$ cat src/rtl/dtm_dmi_master.sv
// dtm_dmi_master: carries one host debug request at a time onto the DMI request/response
// channels. It keeps a sticky error that short-circuits later accesses and aborts a
// transaction whose DMI handshakes do not complete within TIMEOUT cycles.
module dtm_dmi_master #(
  parameter int unsigned ABITS   = 7,
  parameter int unsigned TIMEOUT = 255
) (
  input  logic             clk,
  input  logic             rst_n,
  // Host side
  input  logic             host_valid,
  output logic             host_ready,
  input  logic [1:0]       host_op,
  input  logic [ABITS-1:0] host_addr,
  input  logic [31:0]      host_wdata,
  output logic             host_rsp_valid,
  output logic [31:0]      host_rsp_data,
  output logic [1:0]       host_rsp_status,
  input  logic             dmireset,
  input  logic             dmihardreset,
  // DMI request channel
  output logic             dmi_req_valid,
  input  logic             dmi_req_ready,
  output logic [1:0]       dmi_req_op,
  output logic [ABITS-1:0] dmi_req_addr,
  output logic [31:0]      dmi_req_data,
  // DMI response channel
  input  logic             dmi_rsp_valid,
  output logic             dmi_rsp_ready,
  input  logic [1:0]       dmi_rsp_op,
  input  logic [31:0]      dmi_rsp_data,
  output logic [1:0]       sticky_err
);

  typedef enum logic [1:0] {StIdle, StReq, StWait, StDone} state_e;

  localparam logic [1:0] OpRead  = 2'd1;
  localparam logic [1:0] OpWrite = 2'd2;
  localparam logic [1:0] StsOk   = 2'd0;
  localparam logic [1:0] StsFail = 2'd2;
  localparam logic [1:0] StsBusy = 2'd3;

  state_e           state_q, state_d;
  logic [1:0]       op_q, op_d;
  logic [ABITS-1:0] addr_q, addr_d;
  logic [31:0]      wdata_q, wdata_d;
  logic [15:0]      cnt_q, cnt_d;
  logic [31:0]      rsp_data_q, rsp_data_d;
  logic [1:0]       rsp_status_q, rsp_status_d;
  logic [1:0]       sticky_q, sticky_d;

  logic [16:0]      cnt_next;
  logic             timeout_hit;
  logic [1:0]       rsp_sts;
  logic [1:0]       new_err;

  // 17-bit so the comparison cannot wrap when TIMEOUT is 65535.
  assign cnt_next    = {1'b0, cnt_q} + 17'd1;
  assign timeout_hit = cnt_next >= 17'(TIMEOUT);

  // Map DMI response op onto host status; reserved op 1 is reported as failed.
  always_comb begin
    rsp_sts = StsFail;
    unique case (dmi_rsp_op)
      2'd0:    rsp_sts = StsOk;
      2'd3:    rsp_sts = StsBusy;
      default: rsp_sts = StsFail;
    endcase
  end

  // Next-state, datapath capture and handshake outputs.
  always_comb begin
    state_d        = state_q;
    op_d           = op_q;
    addr_d         = addr_q;
    wdata_d        = wdata_q;
    cnt_d          = cnt_q;
    rsp_data_d     = rsp_data_q;
    rsp_status_d   = rsp_status_q;
    new_err        = StsOk;
    host_ready     = 1'b0;
    host_rsp_valid = 1'b0;
    dmi_req_valid  = 1'b0;
    dmi_rsp_ready  = 1'b0;

    unique case (state_q)
      StIdle: begin
        host_ready = 1'b1;
        if (host_valid) begin
          if ((host_op == OpRead || host_op == OpWrite) && sticky_q == StsOk) begin
            op_d    = host_op;
            addr_d  = host_addr;
            wdata_d = (host_op == OpWrite) ? host_wdata : 32'd0;
            cnt_d   = '0;
            state_d = StReq;
          end else begin
            // nop/reserved, or access blocked by a pending sticky error
            rsp_data_d   = '0;
            rsp_status_d = sticky_q;
            state_d      = StDone;
          end
        end
      end
      StReq: begin
        dmi_req_valid = 1'b1;
        cnt_d         = cnt_next[15:0];
        if (dmi_req_ready) begin
          state_d = StWait;
        end else if (timeout_hit) begin
          rsp_data_d   = '0;
          rsp_status_d = StsBusy;
          new_err      = StsBusy;
          state_d      = StDone;
        end
      end
      StWait: begin
        dmi_rsp_ready = 1'b1;
        cnt_d         = cnt_next[15:0];
        if (dmi_rsp_valid) begin
          rsp_status_d = rsp_sts;
          rsp_data_d   = (op_q == OpRead && dmi_rsp_op == 2'd0) ? dmi_rsp_data : 32'd0;
          new_err      = rsp_sts;
          state_d      = StDone;
        end else if (timeout_hit) begin
          rsp_data_d   = '0;
          rsp_status_d = StsBusy;
          new_err      = StsBusy;
          state_d      = StDone;
        end
      end
      StDone: begin
        host_rsp_valid = 1'b1;
        state_d        = StIdle;
      end
      default: state_d = StIdle;
    endcase

    // Busy dominates failed; dmireset dominates any new error.
    sticky_d = sticky_q;
    if (new_err == StsBusy) begin
      sticky_d = StsBusy;
    end else if (new_err == StsFail && sticky_q != StsBusy) begin
      sticky_d = StsFail;
    end
    if (dmireset) begin
      sticky_d = StsOk;
    end
  end

  // State register; dmihardreset acts exactly like a synchronous reset.
  always_ff @(posedge clk) begin
    if (!rst_n || dmihardreset) begin
      state_q      <= StIdle;
      op_q         <= '0;
      addr_q       <= '0;
      wdata_q      <= '0;
      cnt_q        <= '0;
      rsp_data_q   <= '0;
      rsp_status_q <= '0;
      sticky_q     <= '0;
    end else begin
      state_q      <= state_d;
      op_q         <= op_d;
      addr_q       <= addr_d;
      wdata_q      <= wdata_d;
      cnt_q        <= cnt_d;
      rsp_data_q   <= rsp_data_d;
      rsp_status_q <= rsp_status_d;
      sticky_q     <= sticky_d;
    end
  end

  assign host_rsp_data   = rsp_data_q;
  assign host_rsp_status = rsp_status_q;
  assign dmi_req_op      = op_q;
  assign dmi_req_addr    = addr_q;
  assign dmi_req_data    = wdata_q;
  assign sticky_err      = sticky_q;

endmodule

$ cat config.mk
export PLATFORM = sky130hd
export DESIGN_NAME = dtm_dmi_master
export DESIGN_NICKNAME = d
export VERILOG_FILES = /design/src/rtl/dtm_dmi_master.sv
export SDC_FILE = /design/constraint.sdc
export NUM_CORES = 1
export LEC_CHECK = 0
export CAP_MARGIN = 15
export CORE_MARGIN = 1.5
export CORE_UTILIZATION = 41
export CTS_BUF_LIST = sky130_fd_sc_hd__clkbuf_2 sky130_fd_sc_hd__clkbuf_4 sky130_fd_sc_hd__clkbuf_8
export DETAILED_ROUTE_END_ITERATION = 8
export PLACE_DENSITY = 0.79
export SLEW_MARGIN = 20
export SYNTH_ARGS = -nofsm -noshare
export SYNTH_HDL_FRONTEND = slang
export SYNTH_SLANG_ARGS = --single-unit
$ cat constraint.sdc
create_clock -name clk -period 2.4 [get_ports clk]
set_input_delay 0.48 -clock clk [delete_from_list [all_inputs] [get_ports clk]]
set_output_delay 0.48 -clock clk [all_outputs]
set_load 0.005 [all_outputs]
---- Yosys cells after proc, flatten, opt, wreduce, memory -nomap -nowiden ----
Cells that the tools add are included.
cells by class
  magnitude comparators ................... 1
  add/subtract/negate cells ............... 1
  reduce and logical (&&, ||, !) cells .... 17
  equal/unequal tests ..................... 14
  multiplexer cells ....................... 34
operators with widths
  kind                                                                                  count
  32-bit 2-to-1 mux                                                                     7
  32-bit case mux with 3 select lines                                                   1
  16-bit 2-to-1 mux                                                                     2
  16-bit case mux with 2 select lines                                                   1
  2-bit 2-to-1 mux                                                                      15
  16-bit by 1-bit adder with 17-bit output, second input constant                       1
  17-bit by 8-bit greater-or-equal comparator with 1-bit output, second input constant  1
  2-bit equality test, second input constant                                            6
  2-bit != test, second input constant                                                  5
  2-bit case mux with 2 select lines                                                    2
  2-bit case mux with 4 select lines                                                    1
  2-bit by 1-bit equality test with 1-bit output, second input constant                 3
  2-bit zero test                                                                       3
  2-bit case mux with 3 select lines                                                    1
  3-bit AND reduction                                                                   2
  1-bit 2-to-1 mux                                                                      4
  4-bit AND reduction                                                                   1
  2-bit nonzero test                                                                    2
  2-bit OR reduction                                                                    2
  1-bit logical AND                                                                     3
  3-bit nonzero test                                                                    1
  1-bit logical OR                                                                      2
  1-bit zero test                                                                       1
storage, ports and cells
  input port bits ......................... 82
  flip-flop bits (word level) ............. 95
  word-level logic and storage cells ...... 75
  output and inout port bits .............. 81

---- Depth between registers and ports, before layout ----
Gate-level depths: netlist of run 1.
  depth in word-level cells ............... 9
  mapped depth ............................ 11
  mapped depth without buffers ............ 9

---- Worst setup path after synthesis of run 1 ----
OpenSTA, ideal clock, no wires.
  path type ............................... flip-flop to flip-flop
  from .................................... register cnt_q[0]
  to ...................................... register sticky_q[0], in the netlist sticky_err[0]
  required time ........................... 2.309 ns
  setup slack ............................. 0.102 ns
  buffers on the path ..................... 1
  arrival ................................. 2.206 ns
  period minus slack after synthesis ...... 2.298 ns
  setup time .............................. 0.091 ns
  cell stages (with the launch flop) ...... 9
  path through ............................ dfxtp_1 -> buf_2 -> nand4_1 -> or4_4 -> xnor2_4 -> a211oi_4 -> nand2_2 -> a221o_1 -> a311oi_1
on the way
  word-level cells in the longest chain between the ends .. 8
  elaborated cells between the ends (all ways) .. 11
  those cells by class .................... add/sub: 1; order compare: 1; eq/ne: 2; mux: 5; reduce/logical: 2
RTL lines
  element                                                          RTL line  RTL
  start, declared                                                  47        logic [15:0] cnt_q, cnt_d;
  start signal, assigned                                           166       cnt_q <= cnt_d;
  16-bit by 1-bit adder with 17-bit output *                       58        assign cnt_next = {1'b0, cnt_q} + 17'd1;
  17-bit by 8-bit greater-or-equal comparator with 1-bit output *  59        assign timeout_hit = cnt_next >= 17'(TIMEOUT);
  2-bit 2-to-1 mux *                                               109, 124
  2-bit 2-to-1 mux, on equally long branches                       119, 107
  2-bit case mux with 2 select lines *                             86        unique case (state_q)
  2-bit equality test                                              142       end else if (new_err == StsFail && sticky_q != StsBusy) begin
  1-bit logical AND                                                142
  2-bit nonzero test (no line)                                     n/a
  end signal, assigned                                             169       sticky_q <= sticky_d;
  end, declared                                                    50        logic [1:0] sticky_q, sticky_d;
Mark *: on every way between the ends. The rest lies on a longest branch, timed or not.
A chain may end at the register's enable or synchronous reset.

---- Worst setup path after layout of run 1 ----
  from .................................... register cnt_q[12]
  to ...................................... register rsp_data_q[15], in the netlist host_rsp_data[15]
on the way
  word-level cells in the longest chain between the ends .. 5
  elaborated cells between the ends (all ways) .. 6
  those cells by class .................... add/sub: 1; order compare: 1; mux: 4
RTL lines
  element                                                          RTL line  RTL
  16-bit by 1-bit adder with 17-bit output *                       58
  17-bit by 8-bit greater-or-equal comparator with 1-bit output *  59
  32-bit 2-to-1 mux *                                              n/a
  32-bit 2-to-1 mux, on equally long branches                      n/a
  32-bit case mux with 3 select lines *                            n/a
  end signal, assigned                                             167       rsp_data_q <= rsp_data_d;
  end, declared                                                    48        logic [31:0] rsp_data_q, rsp_data_d;
Mark *: on every way between the ends. The rest lies on a longest branch, timed or not. The select of a mux whose other input is x is not followed.

==> results of run 1 <==
==> cell type report <==
cell class,instances,area [sq um]
clock buffers,10,131
clock inverters,6,51.3
fillers,795,3440
inverters,7,26.3
multi-input cells,326,2050
flip-flops and latches,95,1910
well taps,133,166
repair buffers,205,1990
==> logic make-up after synthesis <==
family / after synthesis / share of synthesized area
and+or+nand+nor: 174 / 0.213
muxes: 3 / 0.00726
AOI/OAI and AO/OA: 134 / 0.226
adders and majority gates: 8 / 0.0242
buffers and inverters: 44 / 0.0526
xor gates and xnor gates: 6 / 0.0172
DFF: 95 / 0.460
==> per-stage QoR <==
step,setup TNS [ps],std cells,power [mW]
global route,-53.5,782,3.18
finish,0,782,3.07
detailed placement,-23930,760,2.05
floorplan,0,464,1.81
CTS,0,780,3.08
global placement,-18650,760,2.04
==> cell usage after synthesis (5+ instances only) <==
cell type / number / area [sq um]
a21o_1: 11 / 82.6
a21oi_1: 59 / 295
a22o_1: 30 / 263
and2_1: 8 / 50.1
buf_6: 6 / 67.6
clkbuf_1: 25 / 93.8
dfxtp_1: 95 / 1900
ha_1: 8 / 100
inv_1: 6 / 22.5
nand2_1: 60 / 225
nand3_1: 37 / 185
nand4_1: 5 / 31.3
nor2_1: 24 / 90.1
nor3_1: 12 / 60.1
o21ai_0: 8 / 40.0
==> metal layers <==
| layer | GRT usage | share of wire | vias up |
|---|---|---|---|
| li1 | - | - | 2007 |
| met1 | 0.254 | 0.41 | 1912 |
| met2 | 0.370 | 0.48 | 162 |
| met3 | 0.0625 | 0.092 | 23 |
| met4 | 0.0811 | 0.024 | 0 |
| met5 | 0 | 0 | - |
==> where the power goes <==
| group | leakage [nW] | internal (mW) | switching, mW |
|---|---|---|---|
| Clock | 0.0849 | 0.404 | 0.620 |
| Combinational | 1.44 | 0.239 | 0.208 |
| Sequential | 0.768 | 1.59 | 0.00925 |
==> layout by cell type (no fill, tap or decap), types with 4 or more instances in the layout <==
cell and count:
a21o_1 11, a21oi_1 59, a22o_1 30, and2_1 8, buf_12 4, buf_4 39
clkbuf_8 9, clkdlybuf4s50_1 162, dfxtp_1 91, dfxtp_2 4, ha_1 7, inv_1 6
nand2_1 60, nand3_1 37, nand4_1 5, nor2_1 23, nor2b_1 4, nor3_1 11
o21ai_0 8, xnor2_1 4
==> critical path: cells and delay by family (launching register included) <==
| family | cells | cell delay [ps] |
|---|---|---|
| AOI/OAI and AO/OA | 4 | 910 |
| xor gates and xnor gates | 1 | 150 |
| buffers and inverters | 1 | 190 |
| DFF | 1 | 350 |
| and+or+nand+nor | 2 | 700 |
==> flip-flops by register name (all words and copies together), names as in the netlist <==
register / cells
dmi_req_data: 32
cnt_q: 16
state_q: 2
dmi_req_op: 2
host_rsp_status: 2
sticky_err: 2
dmi_req_addr: 7
host_rsp_data: 32
==> worst min path at each step <==
stage	from	end	depth (start not counted)
2_1_floorplan	dmi_req_data[0]$_SDFFE_PP0P_	dmi_req_data[0]$_SDFFE_PP0P_	2
3_3_place_gp	dmi_req_data[22]$_SDFFE_PP0P_	dmi_req_data[22]$_SDFFE_PP0P_	2
3_5_place_dp	dmi_req_data[12]$_SDFFE_PP0P_	dmi_req_data[12]$_SDFFE_PP0P_	2
4_1_cts	dmi_req_data[10]$_SDFFE_PP0P_	dmi_req_data[10]$_SDFFE_PP0P_	2
5_1_grt	dmi_req_data[26]$_SDFFE_PP0P_	dmi_req_data[26]$_SDFFE_PP0P_	2
6_report	dmi_req_data[10]$_SDFFE_PP0P_	dmi_req_data[10]$_SDFFE_PP0P_	2
==> timing repair <==
item | in CTS | in global routing
buffers inserted | 3 | 2
pin swaps | 2 | 3
endpoints found under the setup margin | 33 | 40
hold buffers | 0 | 0
resized for setup | 2 | 6
cloned | 1 | 0
==> results.toml, run 1 <==
[outcome]
status = "complete, no violations"

[setup_path]
cp.required_ps = 2720
cp-start-kind = "flop"
rrSetupSlack_ps = 60
worst_setup_path_end_kind = "flop"
timing.rr.start = "cnt_q[12]$_SDFFE_PP0P_"
slowest_stage = "or4_4"
crit_start = "cnt_q[12]$_SDFFE_PP0P_"
critPathMaxStageDelay_ps = 590
r2r_cells = 8
crit_chain = "nand4_1, or4_4, xnor2_4, a211oi_4, o2111ai_2, a21oi_4, buf_4, a22o_1"
crit_end = "host_rsp_data[15]$_SDFFE_PP0P_"
r2r_end = "host_rsp_data[15]$_SDFFE_PP0P_"
crit_type = "flop to flop"
cp_max_fo = 9
cp.arrival_ps = 2660

[global_route]
grt_antenna_before_repair = 0
grt_util_all_layers = 0.215
grt_pass1_wl_um = 18300
first_global_vias = 3874
grt_overflow_total = 0
grt_start_max_net_pins = 51

[cells_and_area]
utilization = 0.648
fin_area_sq_um = 6330
diodes = 0
fin_nets = 734
area_growth_pct = 53.0
layout-drive-gt1-share = 0.134

[clocking]
clk_latency_ps = 370
clk_path_buf_depth = 2
cts_buffers = 9
clk_pin_slew_ps = 110
htreeDepth = 3
cts_root_buf = "clkbuf_8"
cts_tree = "done"
cts_num_sinks = 95

[sta]
slew_headroom = 0.282
min_period_ps = 2340
finalHoldViolCount = 0
period_share = 0.975
grt_setup_unrepaired = "yes"
max_freq_mhz = 428
slew_viol_final = 0
layout_setup_ws_ps = 61.0
setup_violations = 0
whs_ps = 456
worst_pin_slew_ps = 1080
clock_skew_ps = 16.5

[placement]
pre_cts_slack_ps = -451
globalplace.congestion = 0.874
hpwl_um = 8550
portBuffers = 162
placed_cell_area_sq_um = 6060

[min_path]
min_path_type = "flop to flop"

[floorplanning]
io_pins = 163
die_y_um = 103
dieArea_sq_um = 10700
core_sq_um = 9770
start_util = 0.423
die_x_um = 103
row_count = 36

[routing]
dr.pass1.iters = 6
vias_per_cell = 5.25
vias = 4104
postRouteAntennaNets = 0
drc = 0
post_drt_wl_per_cell_um = 15.5
routed_wl_um = 12200
drtIter0Drc = 176

[synthesis]
syn_nets = 554
synth_area_per_cell_sq_um = 8.92
synth-edff-count = 0
synth_seq_cells = 95
syn-cell-area_sq_um = 4140
ys.flop_type = "dfxtp_1"
ys_types = 60
netlist_instances = 464
ys_seq_area_frac = 0.460
yosysWarnings = 0
synthArstFlopShare = 0

[pwr]
leakage_nw = 2.29
powerDensity_nw_per_um2 = 485
peakVddDrop_mv = 0.276

[flow_run]
maxCapViolCount = 0
No activity file was read; power rests on OpenSTA's default activity.
==> run 2: changes to the inputs <==
Settings changed: CORE_UTILIZATION 41 to 45, PLACE_DENSITY 0.79 to 0.82.
Clock period 2.4 ns to 2.2 ns, I/O delays scaled along.
==> run 2 against run 1 <==
Largest cell class unchanged. Flip-flop and latch count is the same. The flow now finishes with violations (design-rule violations, negative setup slack). Critical path type unchanged. First-iteration DRC count increased by 14%. Final cell count is 2.3% lower. Cell area grew 3.3%. Worst setup slack lost 180 ps. Sequential power grew 9%. Non-clock buffer count rose by 8. Highest routed layer unchanged.
==> results.toml, run 2 (synthesis results as in run 1) <==
[sta]
min_period_ps = 2320
finalHoldViolCount = 0
worst_pin_slew_ps = 534
whs_ps = 380
slew_viol_final = 0
layout_setup_ws_ps = -117
grt_setup_unrepaired = "yes"
period_share = 1.05
slew_headroom = 0.641
max_freq_mhz = 432
setup_violations = 34
clock_skew_ps = 16.1

[setup_path]
cp.arrival_ps = 2610
worst_setup_path_end_kind = "flop"
critPathMaxStageDelay_ps = 570
cp-start-kind = "flop"
crit_chain = "nand4_1, or4_4, xnor2_4, a211oi_4, o2111ai_2, a21oi_4, buf_6, buf_16, a22o_1"
cp.required_ps = 2500
slowest_stage = "or4_4"
cp_max_fo = 8
crit_type = "flop to flop"

[routing]
post_drt_wl_per_cell_um = 16.7
dr.pass1.iters = 9
wl_met2_um = 6310
drtIter0Drc = 201
postRouteAntennaNets = 0
vias = 4260
top_layer = "met4"
vias_per_cell = 5.58
wl_met1_um = 5150
routed_wl_um = 12700
drc = 18
routed-wl-met3_um = 1030

[pwr]
leakage_nw = 2.39
pwr-share-comb = 0.157
peakVddDrop_mv = 0.356
p_sw_uw = 892
clkPwrFrac = 0.323
p_seq_frac = 0.520
powerDensity_nw_per_um2 = 513
p_sw_frac = 0.266
p_int_mw = 2.46

[global_route]
grt_start_max_net_pins = 42
grt_overflow_total = 0
grt_antenna_before_repair = 0
grt_pass1_wl_um = 20000
first_global_vias = 4118
grt_util_all_layers = 0.252

[cells_and_area]
area_growth_pct = 58.0
final_common_cell = "clkdlybuf4s50_1"
layout-drive-gt1-share = 0.184
final_cell_mix = "161 x clkdlybuf4s50_1, 85 x dfxtp_1, 60 x nand2_1"
nFillCells = 638
fin_nets = 741
diodes = 0
layoutNonFillerInstCount = 764

[outcome]
failed_checks = "design-rule violations, negative setup slack"
status = "finished, violations left"

[flow_run]
maxCapViolCount = 0

[floorplanning]
start_util = 0.470
dieArea_sq_um = 9780
die_y_um = 98.9
die_x_um = 98.9
core_sq_um = 8810
io_pins = 163
row_count = 34

[placement]
hpwl_um = 8890
globalplace.congestion = 0.883
portBuffers = 162
placed_cells = 739

[clocking]
clk_pin_slew_ps = 100
cts_tree = "done"
cts_buffers = 9
clk_path_buf_depth = 2
htreeDepth = 3
cts_root_buf = "clkbuf_8"
cts_num_sinks = 95
holdBufCountCts = 0
clk_latency_ps = 360

[min_path]
min_path_type = "primary input to flop"
==> run 2: cell count changes in the layout (fill, tap and decap cells not counted), moves of 5 or more <==
cell,delta
ha_1,-5
buf_6,+6
dfxtp_1,-6
dfxtp_2,+6
==> run 2: final cells by class <==
cell class | count | area [sq um] | area share
clock inverters | 6 | 52.6 | 0.00804
well taps | 108 | 135 | 0.0207
multi-input cells | 325 | 2170 | 0.332
clock buffers | 10 | 131 | 0.0201
inverters | 7 | 26.3 | 0.00402
repair buffers | 213 | 2110 | 0.322
flip-flops and latches | 95 | 1910 | 0.293
==> run 2: path summary, 6_finish.rpt <==
path                            startpoint  depth (start not counted)                             end  slack, ps
min reg2reg  dmi_req_data[10]$_SDFFE_PP0P_                          2   dmi_req_data[10]$_SDFFE_PP0P_        460
max reg2reg         cnt_q[12]$_SDFFE_PP0P_                          9  host_rsp_data[25]$_SDFFE_PP0P_       -120
min                             host_op[0]                          3      dmi_req_op[0]$_SDFFE_PP0P_        380
max                 cnt_q[12]$_SDFFE_PP0P_                          9  host_rsp_data[25]$_SDFFE_PP0P_       -120
==> run 2: routing by layer <==
layer	vias to the layer above	global-route usage
met5	-	0
met1	2022	0.305
met3	24	0.0546
met4	0	0.0835
li1	2022	-
met2	192	0.445
==> run 2: repair_timing <==
action / 4_1_cts / 5_1_grt
pin swaps: 16 / 23
endpoints found under the setup margin: 51 / 55
gates resized for setup: 17 / 32
buffers inserted: 5 / 3
gates cloned: 2 / 0
==> run 2: worst max-delay path, delay by kind of cell (launching register included) <==
kind                      cells  cell delay [ps]
AOI/OAI and AO/OA             4              820
buffers and inverters         2              290
xor gates and xnor gates      1              150
and+or+nand+nor               2              670
DFF                           1              340
==> run 2: per-stage QoR <==
step	power (mW)	TNS [ps]	setup slack [ps]	area, sq um	util
final	3.36	-2760	-117	6540	0.743
after global routing	3.50	-6000	-203	6540	0.743
after CTS	3.36	-4130	-147	6410	0.728
after detailed placement	2.25	-23750	-465	6070	0.690
after global placement	2.24	-20210	-371	6070	0.690
after floorplan	1.98	-1.93	-1.93	4150	-
==> run 2: power by group through the flow <==
| stage | registers [mW] | clock network (mW) | logic (mW) |
|---|---|---|---|
| floorplan | 1.78 | 0 | 0.198 |
| global placement | 1.78 | 0 | 0.456 |
| detailed placement | 1.78 | 0 | 0.467 |
| CTS | 1.74 | 1.11 | 0.508 |
| global route | 1.75 | 1.18 | 0.571 |
| finish | 1.74 | 1.08 | 0.529 |
==> run 3: changes to the inputs <==
Settings changed: HOLD_SLACK_MARGIN from default to 0.08, PLACE_DENSITY 0.82 to default, PLACE_DENSITY_LB_ADDON from default to 0.25.
==> run 3 against run 2 <==
The flow still finishes with violations (design-rule violations, negative setup slack). Routed wire length rose by 0.46%. Flip-flop and latch count did not move. Clock-buffer cell count did not move. Critical path depth did not move. Die area did not move. Worst setup slack got worse by 42 ps. Sequential share of layout area barely moved. Clock skew fell by 0.90 ps. Non-clock buffer count rose by 9. Cell area barely moved. Clock power rose by 11%. Critical endpoint is now host_rsp_data[13]$_SDFFE_PP0P_. Largest cell class is now buffers.
==> results.toml, run 3 (synthesis results as in run 1) <==
[floorplanning]
core_sq_um = 8810
die_x_um = 98.9
io_pins = 163
dieArea_sq_um = 9780
row_count = 34
start_util = 0.470
die_y_um = 98.9

[sta]
setup_violations = 38
worst_pin_slew_ps = 705
slew_viol_final = 0
period_share = 1.07
finalHoldViolCount = 0
min_period_ps = 2360
clock_skew_ps = 15.2
layout_setup_ws_ps = -159
whs_ps = 457
max_freq_mhz = 424
slew_headroom = 0.530
grt_setup_unrepaired = "yes"

[routing]
vias = 4224
drtIter0Drc = 271
routed_wl_um = 12800
post_drt_wl_per_cell_um = 16.5
drc = 18
vias_per_cell = 5.46
dr.pass1.iters = 8
postRouteAntennaNets = 0

[clocking]
cts_buffers = 9
cts_root_buf = "clkbuf_8"
clk_latency_ps = 370
clk_pin_slew_ps = 100
holdBufCountCts = 0
cts_tree = "done"
cts_num_sinks = 95
clk_path_buf_depth = 2
htreeDepth = 3

[placement]
hpwl_um = 8980
globalplace.congestion = 0.836
placed_cells = 750
portBuffers = 162
pre_cts_slack_ps = -636

[outcome]
status = "finished, violations left"
failed_checks = "design-rule violations, negative setup slack"

[global_route]
grt_antenna_before_repair = 0
grt_pass1_wl_um = 20100
grt_util_all_layers = 0.255
grt_start_max_net_pins = 64
first_global_vias = 4055
grt_overflow_total = 0

[setup_path]
crit_chain = "nand4_1, or4_4, xnor2_4, a211oi_4, buf_4, o2111ai_4, a21oi_4, buf_6, a22o_1"
cp.arrival_ps = 2670
crit_type = "flop to flop"
slowest_stage = "or4_4"
cp_max_fo = 10
critPathMaxStageDelay_ps = 550
rrSetupSlack_ps = -160
timing.rr.start = "cnt_q[9]$_SDFFE_PP0P_"
cp.required_ps = 2510
r2r_end = "host_rsp_data[13]$_SDFFE_PP0P_"
crit_start = "cnt_q[9]$_SDFFE_PP0P_"
worst_setup_path_end_kind = "flop"
cp-start-kind = "flop"
r2r_cells = 9
crit_end = "host_rsp_data[13]$_SDFFE_PP0P_"

[min_path]
min_delay_path_depth = 2
min_path_type = "flop to flop"

[pwr]
peakVddDrop_mv = 0.415
total_power_mw = 3.46
leakage_nw = 2.40
powerDensity_nw_per_um2 = 529

[flow_run]
maxCapViolCount = 0

[cells_and_area]
final_common_cell = "clkdlybuf4s50_1"
layout-drive-gt1-share = 0.182
diodes = 0
layoutNonFillerInstCount = 774
area_growth_pct = 58.1
final_cell_mix = "162 x clkdlybuf4s50_1, 84 x dfxtp_1, 60 x nand2_1"
fin_nets = 751
==> run 3: changes by cell type in the layout (fill, tap and decap cells not counted), sizes merged <==
cell / delta
clkdlybuf4s50: +1
buf: +9
bufinv: +1
a21oi: +1
dlymetal6s2s: -1
clkinv: -1
==> run 3: worst max-delay path: cells and delay by family (launching register included) <==
kind | cells | cell delay (ps)
AOI/OAI and AO/OA | 4 | 770
and+or+nand+nor | 2 | 690
DFF | 1 | 340
buffers and inverters | 2 | 340
xor gates and xnor gates | 1 | 170
==> run 3: power by group <==
part / total [mW] / internal [mW] / switching, mW / leakage, nW
clock network: 1.20 / 0.555 / 0.649 / 0.0988
logic: 0.508 / 0.272 / 0.237 / 1.53
registers: 1.74 / 1.73 / 0.0120 / 0.771
==> run 3: per-layer routing <==
layer,share of wire,vias to the layer above,GRT usage
met4,0.013,0,0.0626
met2,0.50,172,0.454
met5,0,-,0
met1,0.40,1994,0.306
li1,-,2045,-
met3,0.091,13,0.0674
==> run 3: per-stage QoR <==
stage | TNS [ps] | util | instance area, sq um
floorplan | -1.93 | - | 4150
global placement | -30360 | 0.698 | 6140
detailed placement | -36220 | 0.698 | 6140
CTS | -5090 | 0.735 | 6470
global route | -8170 | 0.743 | 6540
finish | -5130 | 0.743 | 6540
==> run 3: how the worst min path moves through the flow <==
stage / startpoint / end / slack, ps
3_3_place_gp: dmi_req_data[19]$_SDFFE_PP0P_ / dmi_req_data[19]$_SDFFE_PP0P_ / 440
3_5_place_dp: dmi_req_data[2]$_SDFFE_PP0P_ / dmi_req_data[2]$_SDFFE_PP0P_ / 440
6_report: dmi_req_data[2]$_SDFFE_PP0P_ / dmi_req_data[2]$_SDFFE_PP0P_ / 460
4_1_cts: dmi_req_data[2]$_SDFFE_PP0P_ / dmi_req_data[2]$_SDFFE_PP0P_ / 460
2_1_floorplan: dmi_req_data[0]$_SDFFE_PP0P_ / dmi_req_data[0]$_SDFFE_PP0P_ / 450
5_1_grt: dmi_req_data[2]$_SDFFE_PP0P_ / dmi_req_data[2]$_SDFFE_PP0P_ / 480
==> run 3: what timing repair did <==
| item | in CTS | in global routing |
|---|---|---|
| setup endpoints to repair | 52 | 56 |
| setup buffers | 6 | 1 |
| gates resized for setup | 18 | 16 |
| pin swaps | 9 | 5 |
| cloned | 1 | 0 |
==> run 3: cell type report <==
class	instances	area [sq um]
Clock inverter	6	73.8
Inverter	7	26.3
Clock buffer	10	131
Tap cell	108	135
Fill cell	649	2270
Sequential cell	95	1920
Timing Repair Buffer	222	2130
Multi-Input combinational cell	326	2130
